**src/rtl/fetch_unit.sv**
```systemverilog
// Instruction fetch stage: issues ROM reads, buffers returned words in a
// small FIFO and hands them to decode over valid/ready, with branch redirect.
module fetch_unit #(
  parameter int DATA_WIDTH = 32,
  parameter int ADDR_WIDTH = 8,
  parameter int FIFO_DEPTH = 2,
  parameter logic [ADDR_WIDTH-1:0] RESET_PC = '0
) (
  input  logic                  clock,
  input  logic                  reset,
  output logic                  rom_en,
  output logic [ADDR_WIDTH-1:0] rom_addr,
  input  logic [DATA_WIDTH-1:0] rom_data,
  output logic                  instr_valid,
  input  logic                  instr_ready,
  output logic [DATA_WIDTH-1:0] instr_out,
  output logic [ADDR_WIDTH-1:0] instr_pc,
  input  logic                  redirect,
  input  logic [ADDR_WIDTH-1:0] redirect_pc
);

  localparam int PW = $clog2(FIFO_DEPTH);
  localparam int CW = PW + 1;

  logic [ADDR_WIDTH-1:0] fetch_pc;
  logic [ADDR_WIDTH-1:0] inflight_pc;
  logic                  inflight;
  logic                  discard;
  logic [CW-1:0]         count;
  logic [PW-1:0]         wptr;
  logic [PW-1:0]         rptr;

  logic [DATA_WIDTH-1:0] mem_data [FIFO_DEPTH];
  logic [ADDR_WIDTH-1:0] mem_pc   [FIFO_DEPTH];

  logic          valid;
  logic          pop;
  logic          wr;
  logic [CW:0]   need;

  assign valid = ~reset & (count != '0);
  assign pop   = valid & instr_ready;
  assign wr    = inflight & ~discard & ~redirect & ~reset;

  // Occupancy once this cycle settles, counting the fetch still in flight.
  assign need = {1'b0, count}
              + (CW+1)'(inflight)
              - (CW+1)'(pop);

  assign rom_en = ~reset & ~redirect
                & (need < (CW+1)'(FIFO_DEPTH));
  assign rom_addr = fetch_pc;

  assign instr_valid = valid;
  assign instr_out   = valid ? mem_data[rptr] : '0;
  assign instr_pc    = valid ? mem_pc[rptr]   : '0;

  always_ff @(posedge clock) begin
    if (reset) begin
      fetch_pc    <= RESET_PC;
      inflight_pc <= RESET_PC;
      inflight    <= 1'b0;
      discard     <= 1'b0;
      count       <= '0;
      wptr        <= '0;
      rptr        <= '0;
    end else if (redirect) begin
      fetch_pc <= redirect_pc;
      inflight <= 1'b0;
      discard  <= inflight;
      count    <= '0;
      wptr     <= '0;
      rptr     <= '0;
    end else begin
      inflight <= rom_en;
      discard  <= 1'b0;
      if (rom_en) begin
        fetch_pc    <= fetch_pc + ADDR_WIDTH'(1);
        inflight_pc <= fetch_pc;
      end
      if (wr) wptr <= wptr + PW'(1);
      if (pop) rptr <= rptr + PW'(1);
      unique case ({wr, pop})
        2'b10:   count <= count + CW'(1);
        2'b01:   count <= count - CW'(1);
        default: count <= count;
      endcase
    end
  end

  always_ff @(posedge clock) begin
    if (wr) begin
      mem_data[wptr] <= rom_data;
      mem_pc[wptr]   <= inflight_pc;
    end
  end

endmodule

```
**config.mk**
```make
export PLATFORM = sky130hd
export DESIGN_NAME = fetch_unit
export DESIGN_NICKNAME = d
export VERILOG_FILES = /design/src/rtl/fetch_unit.sv
export SDC_FILE = /design/constraint.sdc
export NUM_CORES = 1
export LEC_CHECK = 0
export CAP_MARGIN = 20
export CORE_MARGIN = 4
export CORE_UTILIZATION = 45
export CTS_CLUSTER_SIZE = 16
export DETAILED_ROUTE_END_ITERATION = 8
export HOLD_SLACK_MARGIN = 0.08
export PLACE_DENSITY = 0.77
export REMOVE_ABC_BUFFERS = 1
export SLEW_MARGIN = 25
export SYNTH_ARGS = -nofsm -noshare
export SYNTH_HDL_FRONTEND = slang
export SYNTH_SLANG_ARGS = --single-unit
export TNS_END_PERCENT = 30
```
**constraint.sdc**
```tcl
create_clock -name clock -period 3 [get_ports clock]
set_input_delay 0.6 -clock clock [delete_from_list [all_inputs] [get_ports clock]]
set_output_delay 0.6 -clock clock [all_outputs]
set_load 0.05 [all_outputs]
```
==> run metrics <==
outcome complete, no violations; post-synthesis cell type count 39; Core Area around 8700 um2; Post-DRT Antenna Nets 0; startpoint types flop; Max Cap Viol 0; worst path required time 2.40 ns; CTS Buf Count 9; Worst Tran Pin Value roughly 0.60 ns; Die X slightly above 100 um; Routed wire per std cell about 16 um; Synth Register Bits 103; post-DR vias/cell a little over 5; Die Span Y 102.9 um; clk sink count between 100 and 150; largest stage delay on the critical path 0.38 ns; n_diodes 0; syn avg cell area about 14 um2; layout cells sized above 1 a little under a quarter; Rows 34; met1 WL ~3400 um; Worst-path clk slew 0.09 ns; Worst Path Class, Setup flop to output pin; DRT Wirelength 8125 um; worst path cell trace o21ai_4 > inv_2 > and2_4 > ha_4 > nand2b_4 > fa_2 > xnor2_2 > nand3_2 > inv_2 > buf_12; CTS tree yes; Ports 94; GR Util All Layers 15.96%; Die ar. roughly 11,000 um2; critical path endpoint category output pin; Post-Syn Instances roughly 300; cell mode on critical path inv_2; first-pass detailed-route iteration total 4; area of the multi-input gates between 1000 and 1500 um2; DRC viols 0; Clock Skew 0.009356 ns; top-count cell post-synth edfxtp_1; Max Buffers Root-to-Sink 2; Pwr Density 491.1 nW/um2; Bufs and invs on worst path 3; Tmin final between 2 and 3 ns; Top delay family on crit path adder cells; area leader, netlist edfxtp_1; Final #Nets about 460; slowest CP cell fa_2; Lkg Pwr about 0.0019 uW; Detailed Place HPWL 5598 um; Yosys top cell area share 59.30%; final setup TNS 0 ns; initial antenna violation count 0; achievable frequency around 340 MHz; uppermost layer routed met4; Rel. slew slack about three fifths; Layout area overhead 38.17%; wire length on met2 4033 um; Reg area between 2000 and 3000 um2; CTS Hold Buffers Added 0; initial core utilization 46.46%; clk_lat worst skew ~0.35 ns; asr flop ratio synth 0%; Combinational Power Share a little over 7%; GR Overflow Total 0; register area share after synthesis 70.66%; Final setup viols 0; Max H-tree Level 3; GPL Wtd Cong 0.8582; Commonest cells post-synth edfxtp_1, nor2_1, mux2i_1; final hold viol count 0; Buffers on Ports 93; Int Power between 2000 and 2500 uW; met3 WL post-DR between 500 and 600 um; ranking of synthesized cells by area edfxtp_1, dfxtp_1, mux2i_1; mapped cell area 4051 um2; yosys warns 0; EDFF count, synth 80; number of global-route vias before repair around 2.7k; pre-CTS WS -0.5989 ns; Reg power frac a little under three fifths; max-slew violations 0; Fillers 641; VDD IR max between 0.0002 and 0.0003 V; via count approximately 2.7k; Worst EP arrival 2.30 ns; Power Total around 2700 uW; Clock Power Share between 30 and 40%; worst setup slack after layout roughly 0.1 ns; RSZ-0062 raised after global routing no; initial DRC count 101; fin crit share a little over nine tenths; first-pass GRT wire length 12,940 um; Crit Path Max Fanout 2; largest net degree at the start of global routing 41; switching share of power between 10% and 20%; Psw between 500 and 600 uW; Clock Tree Root clkbuf_8; top_reg_cell synth edfxtp_1; worst min path class flop to flop
## timing repair
item | 4_1_cts | 5_1_grt
pin swaps | 4 | 2
resized for setup | 13 | 1
setup endpoints to repair | 7 | 1
buffers inserted | 4 | 1
hold endpoints to repair | 0 | 0
gates cloned | 0 | 0
## path summary, 6_finish.rpt
check	startpoint	endpoint	slack, ns	cells after the start
setup / recovery	count[1]	rom_en	0.10	10
hold / removal	inflight_pc[3]	mem_pc[1][3]	0.46	0
setup reg to reg	count[1]	rom_addr[6]	0.25	12
hold reg to reg	inflight_pc[3]	mem_pc[1][3]	0.46	0
## state kept, by name (all words and copies together), names as in the netlist, named ones only
register	flops
count	2
wptr	1
discard	1
rptr	1
mem_data	64
rom_addr	8
inflight_pc	8
inflight	1
mem_pc	16
## kinds of logic after synthesis
kind of cell             after synthesis  share of synthesized area (%)
flip-flops                           103                          70.66
AND/OR/NAND/NOR                       88                          9.327
multiplexers                          40                          9.883
AO/OA/AOI/OAI                         32                          4.880
buffers and inverters                 23                          2.316
XOR/XNOR                               7                          1.513
adder cells (fa/ha/maj)                4                          1.421
## metrics by stage
step | utilization (%) | instances | hold slack, ns | cell area, um2
final | 64.19 | 520 | 0.4600 | 5598
after global routing | 64.19 | 520 | 0.4772 | 5598
after CTS | 64.09 | 519 | 0.4635 | 5589
after detailed placement | 60.73 | 499 | 0.4446 | 5296
after global placement | 60.73 | 499 | 0.4366 | 5296
after floorplan | - | 282 | 0.4254 | 3988
## power by group through the flow
stage	Sequential (uW)	Clock, uW	Combinational [uW]
2_1_floorplan	1620	0	53.3
3_3_place_gp	1600	0	188
3_5_place_dp	1600	0	192
4_1_cts	1570	1010	195
5_1_grt	1570	1070	209
6_report	1570	983	194
## layout by cell type (no fill, tap or decap), types with 2 or more instances in the layout
cell	netlist	layout
dfxtp_1	23	21
a31oi_1	2	2
clkbuf_8	0	9
ha_1	3	2
dfxtp_2	0	2
o21a_1	2	2
edfxtp_1	80	80
clkinvlp_4	0	2
inv_1	8	5
nor3_1	6	6
buf_12	0	16
nor4_1	2	2
nor2_1	44	42
xor2_1	2	2
mux2i_1	40	40
buf_4	0	47
nor2_4	0	2
nand2_1	24	24
a21oi_1	17	17
xnor2_1	5	4
clkdlybuf4s50_1	0	49
nand3_1	3	3
inv_2	0	3
bufinv_16	0	3
## layer usage
metal	GRT usage, %	up-vias
met5	0	-
met4	5.080	0
met3	3.518	12
met2	27.43	93
met1	20.13	1267
li1	-	1294
## area by class of cell
class / count / area share, %
sequential: 103 / 51.18
timing repair buffer: 114 / 21.03
multi-input combinational: 171 / 20.61
tap: 108 / 2.414
clock buffer: 10 / 2.280
clock inverter: 6 / 1.945
inverter: 8 / 0.5364
Power figures use the tool's default switching activity.
